<file path="src/rtl/alu_resp_tx.sv">
// alu_resp_tx
// Frames one ALU result word into a byte-stream response packet and drives it
// out on an AXI-Stream byte interface toward uart_tx.
//   Packet: HDR (RespHeader), LEN_L, LEN_H, then DataWidth/8 data bytes LSB
//   first, optionally followed by an XOR checksum byte.
// Optional feature macro: ALU_RESP_CHECKSUM_EN (appends the CSUM byte).
// Ports:
//   clk_i            system clock
//   rst_ni           synchronous active-low reset
//   s_data_i         ALU result to send
//   s_valid_i        result valid
//   s_ready_o        block can accept a result (IDLE only)
//   m_axis_tdata_o   byte to uart_tx (registered, stable until accepted)
//   m_axis_tvalid_o  byte valid (high for the whole packet)
//   m_axis_tready_i  uart_tx accepts byte
//   busy_o           packet in flight
//   pkt_count_o      completed packets, wraps FFFF->0000
module alu_resp_tx #(
  parameter int          DataWidth  = 32,
  parameter logic [7:0]  RespHeader = 8'hA5
) (
  input  logic                 clk_i,
  input  logic                 rst_ni,
  input  logic [DataWidth-1:0] s_data_i,
  input  logic                 s_valid_i,
  output logic                 s_ready_o,
  output logic [7:0]           m_axis_tdata_o,
  output logic                 m_axis_tvalid_o,
  input  logic                 m_axis_tready_i,
  output logic                 busy_o,
  output logic [15:0]          pkt_count_o
);

  localparam int          NumBytes = DataWidth / 8;
  localparam logic [15:0] LenVal   = 16'(NumBytes);
  localparam logic [7:0]  LastIdx  = 8'(NumBytes - 1);

  if ((DataWidth % 8) != 0 || DataWidth < 8 || DataWidth > 2040) begin : g_param_check
    $error("alu_resp_tx: DataWidth must be a multiple of 8 in 8..2040");
  end

`ifdef ALU_RESP_CHECKSUM_EN
  typedef enum logic [2:0] {IDLE, HDR, LEN_L, LEN_H, DATA, CSUM} state_t;
`else
  typedef enum logic [2:0] {IDLE, HDR, LEN_L, LEN_H, DATA} state_t;
`endif

  state_t               state_r;
  state_t               state_s;
  logic [DataWidth-1:0] shift_r;
  logic [7:0]           idx_r;
  logic [7:0]           tdata_r;
  logic                 valid_r;
  logic                 ready_r;
  logic [15:0]          pkt_count_r;
  logic                 hs_s;
  logic                 cap_s;
`ifdef ALU_RESP_CHECKSUM_EN
  logic [7:0]           csum_r;
`endif

  assign s_ready_o       = ready_r;
  assign m_axis_tdata_o  = tdata_r;
  assign m_axis_tvalid_o = valid_r;
  assign busy_o          = valid_r;
  assign pkt_count_o     = pkt_count_r;

  // Next-state logic; a byte only advances on a tvalid&tready handshake.
  always_comb begin
    state_s = state_r;
    hs_s    = valid_r && m_axis_tready_i;
    cap_s   = (state_r == IDLE) && s_valid_i && ready_r;
    case (state_r)
      IDLE:    if (cap_s) state_s = HDR;   else state_s = IDLE;
      HDR:     if (hs_s)  state_s = LEN_L; else state_s = HDR;
      LEN_L:   if (hs_s)  state_s = LEN_H; else state_s = LEN_L;
      LEN_H:   if (hs_s)  state_s = DATA;  else state_s = LEN_H;
      DATA: begin
        if (hs_s && idx_r == LastIdx) begin
`ifdef ALU_RESP_CHECKSUM_EN
          state_s = CSUM;
`else
          state_s = IDLE;
`endif
        end else begin
          state_s = DATA;
        end
      end
`ifdef ALU_RESP_CHECKSUM_EN
      CSUM:    if (hs_s)  state_s = IDLE;  else state_s = CSUM;
`endif
      default: state_s = IDLE;
    endcase
  end

  // State register plus datapath: capture, byte sequencing, checksum, counter.
  always_ff @(posedge clk_i) begin
    if (!rst_ni) begin
      state_r     <= IDLE;
      shift_r     <= '0;
      idx_r       <= 8'h00;
      tdata_r     <= 8'h00;
      valid_r     <= 1'b0;
      ready_r     <= 1'b0;
      pkt_count_r <= 16'h0000;
`ifdef ALU_RESP_CHECKSUM_EN
      csum_r      <= 8'h00;
`endif
    end else begin
      state_r <= state_s;
      // Ready/valid are registered copies of the next state's decode.
      ready_r <= (state_s == IDLE);
      valid_r <= (state_s != IDLE);
`ifdef ALU_RESP_CHECKSUM_EN
      // Running XOR of every byte already accepted in this packet.
      if (state_r == IDLE) csum_r <= 8'h00;
      else if (hs_s)       csum_r <= csum_r ^ tdata_r;
`endif
      case (state_r)
        IDLE: begin
          if (cap_s) begin
            shift_r <= s_data_i;
            tdata_r <= RespHeader;
            idx_r   <= 8'h00;
          end
        end
        HDR:   if (hs_s) tdata_r <= LenVal[7:0];
        LEN_L: if (hs_s) tdata_r <= LenVal[15:8];
        LEN_H: begin
          if (hs_s) begin
            tdata_r <= shift_r[7:0];
            shift_r <= shift_r >> 8;
            idx_r   <= 8'h00;
          end
        end
        DATA: begin
          if (hs_s) begin
            if (idx_r == LastIdx) begin
`ifdef ALU_RESP_CHECKSUM_EN
              // csum_r lacks the byte being accepted now, so fold it in here.
              tdata_r <= csum_r ^ tdata_r;
`else
              tdata_r     <= 8'h00;
              pkt_count_r <= pkt_count_r + 16'd1;
`endif
            end else begin
              tdata_r <= shift_r[7:0];
              shift_r <= shift_r >> 8;
              idx_r   <= idx_r + 8'd1;
            end
          end
        end
`ifdef ALU_RESP_CHECKSUM_EN
        CSUM: begin
          if (hs_s) begin
            tdata_r     <= 8'h00;
            pkt_count_r <= pkt_count_r + 16'd1;
          end
        end
`endif
        default: ;
      endcase
    end
  end

endmodule
</file>
<file path="config.mk">
export PLATFORM = sky130hd
export DESIGN_NAME = alu_resp_tx
export DESIGN_NICKNAME = d
export VERILOG_FILES = /design/src/rtl/alu_resp_tx.sv
export SDC_FILE = /design/constraint.sdc
export NUM_CORES = 1
export LEC_CHECK = 0
export CAP_MARGIN = 20
export CORE_AREA = 2 2 97 99
export DETAILED_ROUTE_END_ITERATION = 7
export DIE_AREA = 0 0 99 101
export SLEW_MARGIN = 15
export SYNTH_ARGS = -nofsm -noshare
export SYNTH_HDL_FRONTEND = slang
export SYNTH_SLANG_ARGS = --single-unit
export TNS_END_PERCENT = 30
</file>
<file path="constraint.sdc">
create_clock -name clk_i -period 2.3 [get_ports clk_i]
set_input_delay 0.345 -clock clk_i [delete_from_list [all_inputs] [get_ports clk_i]]
set_output_delay 0.345 -clock clk_i [all_outputs]
set_load 0.05 [all_outputs]
</file>
After elaboration in Yosys (flattened, before gate mapping)
Cells that the tools add are included.
- $add $sub $neg: 2
- multipliers: 0
- div/mod/pow operators: 0
- magnitude comparators: 0
- equal/unequal tests: 11
- shift operators: 0
- mux-type cells: 22
- bitwise gates (word level): 0
- reductions and logical operators: 12
- operator list (operator ; number):
    $mux 32 ; 4
    $pmux 32 s3 ; 1
    $mux 8 ; 9
    $pmux 8 s5 ; 1
    $pmux 8 s3 ; 1
    $add 16x1->16 const B ; 1
    $pmux 3 s5 ; 1
    $ne 2x2->1 const B ; 6
    $add 8x1->8 const B ; 1
    $eq 8x2->1 const B ; 1
    $eq 3x2->1 const B ; 2
    $logic_not 3->1 ; 2
    $mux 3 ; 2
    $reduce_and 6->1 ; 1
    $reduce_bool 3->1 ; 2
    $reduce_and 5->1 ; 1
    $reduce_bool 5->1 ; 1
    $logic_and 1x1->1 ; 4
    $eq 3x1->1 const B ; 1
    $eq 3x3->1 const B ; 1
    $reduce_and 3->1 ; 1
    $mux 1 ; 2
    $mux 2 ; 1
- register bits after elaboration: 69
- bits in latches: 0
- bits in writable memories: 0
- bits in read-only memories: 0
- input bits: 36
- output and inout port bits: 27
- logic and storage cells: 54
- memories kept: 0

Longest topological paths before layout
- depth in word-level cells: 6
- depth in mapped cells: 7
- gate-level depth less buffers: 5

Least setup slack after synthesis
OpenSTA, ideal clock, no wires.
- kind: register -> register
- start: register valid_r, in the netlist busy_o
- end: register pkt_count_r[12], in the netlist pkt_count_o[12]
- arrival time: 1947 ps
- setup slack: 221 ps
- stages on the path, launching flop included: 8
- path buffers: 3
- cells stage by stage: dfxtp_1 -> and2_1 -> clkbuf_1 -> nand4_2 -> buf_6 -> buf_2 -> o31ai_1 -> a21oi_1
- longest elaborated chain between the ends: 2
- ends and longest elaborated chain (element ; RTL line ; source):
    start, declared ; 53 ; logic valid_r;
    start signal, assigned ; 113 ; valid_r <= (state_s != IDLE);
    $logic_and 1x1->1 ; 71 ; hs_s = valid_r && m_axis_tready_i;
    $reduce_and 3->1 (no line) ; - ;
    end signal, assigned ; 144 ; pkt_count_r <= pkt_count_r + 16'd1;
    end, declared ; 55 ; logic [15:0] pkt_count_r;
Every way passes these cells.
A chain may end at the register's enable or synchronous reset.

Worst setup path after layout
- start: register state_r[2]
- end: register shift_r[4]
- longest elaborated chain between the ends: 5
- elaborated cells on any way between the ends: 12
- those cells by class: eq/ne: 6; mux: 1; reduce/logical: 5
- ends and longest elaborated chain (element ; RTL line ; source):
    start, declared ; 48 ; state_t state_r;
    start signal, assigned ; 110 ; state_r <= state_s;
    $logic_not 3->1 ; 72, 119 ;
    $logic_and 1x1->1 (2 in series) ; 72 ; cap_s = (state_r == IDLE) && s_valid_i && ready_r;
    $ne 2x2->1 (no line) ; - ;
    $reduce_and 5->1 (no line) ; - ;
    end signal, assigned ; 122 ; shift_r <= s_data_i;
    end signal, assigned ; 132 ; shift_r <= shift_r >> 8;
    end signal, assigned ; 148 ; shift_r <= shift_r >> 8;
    end, declared ; 50 ; logic [DataWidth-1:0] shift_r;
Parallel ways exist; a longest one is shown, timed or not.

==> reports/results.md <==
| Stage | Parameter | Value |
|:---|:---|:---|
| worst setup path | Type of the worst setup path | reg -> reg |
| flow run | Max cap viols | 0 |
| synth | Count of warnings emitted by yosys | 0 |
| synth | Post-synthesis instance total | 380 |
| worst setup path | Highest fanout seen on the critical path | 32 |
| die | # rows | 35 |
| pwr | Switching power | 700 uW |
| synth | Top cells by area in the synthesized netlist | sky130_fd_sc_hd__dfxtp_1 (40%), sky130_fd_sc_hd__mux2i_1 (12%), sky130_fd_sc_hd__a311oi_1 (6.3%), sky130_fd_sc_hd__a31oi_1 (5.2%), sky130_fd_sc_hd__a21oi_1 (3.3%) |
| clock network | Max clock buf depth | 2 |
| synth | Number of distinct library cell variants in the gate-level netlist after synthesis | 52 |
| pwr | Sequential share of power | 48.6% |
| die | Area of the die | 0.0100 sq mm |
| worst setup path | R2r worst-path depth | 4 |
| clock network | # hold bufs at CTS | 0 |
| timing | Worst clock skew on the final layout | 0.00846 ns |
| synth | Proportion of netlist area held by the largest area contributor | 39.8% |
| die | Height of the die | 101 microns |
| die | Area of the placeable core | 0.00898 sq mm |
| detailed routing | Number of antenna-violating nets in the routed design | 0 |
| placed design | Placer congestion estimate | 0.765 |
| pwr | Internal power | 1940 uW |
| detailed routing | Via count | 3,202 |
| clock network | Clock insertion delay at the later pin of the skew report | 0.35 ns |
| clock network | Clock tree from TritonCTS | done |
| worst setup path | Worst r2r dst | shift_r[4]$_SDFFE_PN0P_ |
| synth | Cell area after synthesis | 0.00347 sq mm |
| pwr | Switching Fraction | 26.5% |
| synth | Post-synth top flop | sky130_fd_sc_hd__dfxtp_1 |
| synth | Number of synthesized register bits | 69 |
| clock network | Deepest level of the CTS H-tree | 3 |
| global route | First-pass GRT wire length | 14,200 microns |
| global route | Vias in the first global route | 2,883 |
| clock network | Clock-pin slew reported for the worst setup and hold paths after clock tree synthesis | 0.08 ns |
| final layout | Synth-to-Final Area Change | 27.7% |
| clock network | Count of cells resized by post-cts repair | 0 |
| clock network | Library cell used as clock root buffer | sky130_fd_sc_hd__clkbuf_8 |
| detailed routing | Vias per cell | 5.78 |
| synth | Net count of the mapped netlist | 418 |
| synth | Most numerous cell types in the synthesized netlist | sky130_fd_sc_hd__dfxtp_1 (69), sky130_fd_sc_hd__mux2i_1 (40), sky130_fd_sc_hd__a31oi_1 (29) |
| synth | Share of the yosys chip area belonging to registers | 39.8% |
| timing | Tcrit/Tclk final | 91.0% |
| pwr | Share of power burned in the clock network | 38.3% |
| detailed routing | Routed WL | 8660 microns |
| clock network | Inserted Clock Buffers | 9 |
| detailed routing | Per-cell routed wire length | 15.6 microns |
| synth | Average size of a mapped cell | 9.14 sq um |
| timing | Endpoints failing setup | 0 |
| timing | Unrepaired setup endpoints after global routing | false |
| synth | Post-synth top area cell | sky130_fd_sc_hd__dfxtp_1 |
| synth | Async S/R FF share, synth | 0% |
| pwr | Logic gate share of total power | 13.0% |
| timing | Fin crit period | 2.09 ns |
| worst setup path | Register-to-register setup slack | 0.21 ns |
| die | Overall die width | 99 microns |
| global route | GR Util All Layers | 17.5% |
| final layout | Total inserted antenna cells | 0 |
| detailed routing | Final routed DRC violation total | 0 |
| timing | Max Clock Freq | 0.478 GHz |
| synth | Cell with the most instances after synthesis | sky130_fd_sc_hd__dfxtp_1 |
| worst setup path | Critical path data arrival time | 2.34 ns |
| global route | Initial antenna violation count | 0 |
| worst setup path | Worst setup endpoint | shift_r[4]$_SDFFE_PN0P_ |
| pwr | Total power of the final layout | 2640 uW |
| die | Starting Density | 38.7% |
| clock network | # Post-CTS Setup Buffers | 0 |
| global route | Congestion Overflow GR | 0 |
| worst setup path | Startpoint of the worst setup timing path | state_r[2]$_SDFF_PN0_ |
| worst setup path | Critical Path RT | 2.55 ns |
| placed design | Quantity of I/O buffers inserted on ports | 62 |
| synth | EDFF count, synth | 0 |
| hold path | Worst hold path type | reg -> reg |
| detailed routing | DRT iter0 DRCs | 223 |
| worst setup path | Worst r2r src | state_r[2]$_SDFF_PN0_ |
| pwr | Pleak | 0.00167 uW |
| clock network | Sink Count | 69 |
| worst setup path | Critical path launch point type | register |
| status | Status | finished, final reports clean |
| timing | Worst slew margin | 29.7% |
| final layout | Final net count | 476 |
| die | Total I/O pin count | 63 |
| timing | Number of slew-limit violations in the final report | 0 |
| timing | Transition time at the pin with the least slew margin | 1.05 ns |
| timing | TNS Setup | 0 ns |
| global route | Maximum number of pins on one net before global-route repair | 38 |
| placed design | Final HPWL from detailed placement | 5790 microns |
| timing | Hold violation count in the final report | 0 |
| pwr | Pwr/cell area | 596 mW/mm^2 |
| pwr | Peak supply drop | 0.243 mV |
| final layout | Proportion of layout cells with a drive suffix above 1 | 11.5% |
| detailed routing | DRT Pass-1 Iters | 4 |
| worst setup path | Kind of capture point of the worst setup path | register |
[worst min path at each step]
stage | start | endpoint | slack [ns] | depth (start not counted)
floorplan | shift_r[24]$_SDFFE_PN0P_ | shift_r[24]$_SDFFE_PN0P_ | 0.44 | 2
global placement | shift_r[29]$_SDFFE_PN0P_ | shift_r[29]$_SDFFE_PN0P_ | 0.44 | 2
detailed placement | shift_r[29]$_SDFFE_PN0P_ | shift_r[29]$_SDFFE_PN0P_ | 0.45 | 2
CTS | shift_r[29]$_SDFFE_PN0P_ | shift_r[29]$_SDFFE_PN0P_ | 0.46 | 2
global route | shift_r[30]$_SDFFE_PN0P_ | shift_r[30]$_SDFFE_PN0P_ | 0.48 | 2
finish | shift_r[28]$_SDFFE_PN0P_ | shift_r[28]$_SDFFE_PN0P_ | 0.46 | 2
[power groups by stage]
stage	Combinational (uW)	Clock [uW]	Sequential, uW
after floorplan	176	0	1340
after global placement	341	0	1310
after detailed placement	344	0	1310
after CTS	345	1030	1290
after global routing	373	1080	1290
final	345	1010	1290
[sequential cells by signal, indices dropped and copies added, names as in the netlist]
signal,flops
shift_r,32
pkt_count_o,16
idx_r,8
busy_o,1
state_r,3
s_ready_o,1
m_axis_tdata_o,8
[per-stage QoR]
stage | utilization [%] | worst slack, ns | instance area [sq um] | instances | hold slack (ns)
2_1_floorplan | - | 0.221 | 3470 | 380 | 0.437
3_3_place_gp | 47.2 | 0.235 | 4240 | 538 | 0.444
3_5_place_dp | 47.2 | 0.224 | 4240 | 538 | 0.451
4_1_cts | 49.4 | 0.169 | 4440 | 554 | 0.461
5_1_grt | 49.4 | 0.0135 | 4440 | 554 | 0.479
6_report | 49.4 | 0.206 | 4440 | 554 | 0.462
[worst max-delay path, stage by stage (launching register included)]
cell	delay, ns
sky130_fd_sc_hd__dfxtp_1	0.43
sky130_fd_sc_hd__and3b_1	0.25
sky130_fd_sc_hd__nor2_4	0.82
sky130_fd_sc_hd__mux2i_1	0.17
sky130_fd_sc_hd__a311oi_1	0.32
[cell usage in the layout (no fill, tap or decap), types with 2 or more instances in the layout]
| cell | Yosys | routed |
|---|---|---|
| sky130_fd_sc_hd__a21oi_1 | 23 | 23 |
| sky130_fd_sc_hd__nand3_1 | 23 | 23 |
| sky130_fd_sc_hd__a31oi_1 | 29 | 29 |
| sky130_fd_sc_hd__or4_1 | 8 | 8 |
| sky130_fd_sc_hd__a311oi_1 | 25 | 25 |
| sky130_fd_sc_hd__nand2b_1 | 5 | 5 |
| sky130_fd_sc_hd__o221ai_1 | 4 | 4 |
| sky130_fd_sc_hd__nand4_1 | 7 | 7 |
| sky130_fd_sc_hd__o21ai_0 | 13 | 13 |
| sky130_fd_sc_hd__and4_1 | 2 | 2 |
| sky130_fd_sc_hd__clkbuf_8 | 0 | 10 |
| sky130_fd_sc_hd__o31ai_1 | 10 | 10 |
| sky130_fd_sc_hd__buf_4 | 3 | 19 |
| sky130_fd_sc_hd__nand2_1 | 27 | 27 |
| sky130_fd_sc_hd__nor3_1 | 7 | 7 |
| sky130_fd_sc_hd__ha_1 | 2 | 2 |
| sky130_fd_sc_hd__nor4_2 | 3 | 3 |
| sky130_fd_sc_hd__clkinv_2 | 0 | 2 |
| sky130_fd_sc_hd__clkinvlp_4 | 0 | 3 |
| sky130_fd_sc_hd__inv_1 | 3 | 3 |
| sky130_fd_sc_hd__buf_12 | 0 | 2 |
| sky130_fd_sc_hd__mux2i_1 | 40 | 40 |
| sky130_fd_sc_hd__dfxtp_1 | 69 | 69 |
| sky130_fd_sc_hd__nor2_1 | 10 | 10 |
| sky130_fd_sc_hd__nor4_1 | 4 | 4 |
| sky130_fd_sc_hd__or3_1 | 4 | 4 |
| sky130_fd_sc_hd__clkdlybuf4s50_1 | 0 | 62 |
[logic make-up (layout without fill, tap and decap cells)]
kind of cell | Yosys count | count (layout) | share of synthesized area [%]
buffers and inverters | 39 | 102 | 5.48
flip-flops | 69 | 69 | 39.8
multiplexers | 40 | 40 | 11.5
AO/OA/AOI/OAI | 115 | 115 | 22.8
XOR/XNOR | 2 | 2 | 0.504
AND/OR/NAND/NOR | 113 | 113 | 19.2
adder cells (fa/ha/maj) | 2 | 2 | 0.720
[final cells by class]
| cell class | instances | area, sq um |
|---|---|---|
| repair buffers | 83 | 803 |
| multi-input cells | 272 | 1900 |
| clock buffers | 10 | 138 |
| inverters | 3 | 11.3 |
| well taps | 111 | 139 |
| flip-flops and latches | 69 | 1380 |
| clock inverters | 6 | 62.6 |
| fillers | 862 | 4540 |
[metal layers]
metal | track usage [%] | up-vias | routed length [microns]
li1 | - | 1592 | -
met1 | 24.9 | 1533 | 4270
met2 | 26.0 | 65 | 3830
met3 | 3.33 | 12 | 416
met4 | 6.95 | 0 | 144
met5 | 0 | - | 0
No activity file was read; power rests on OpenSTA's default activity.
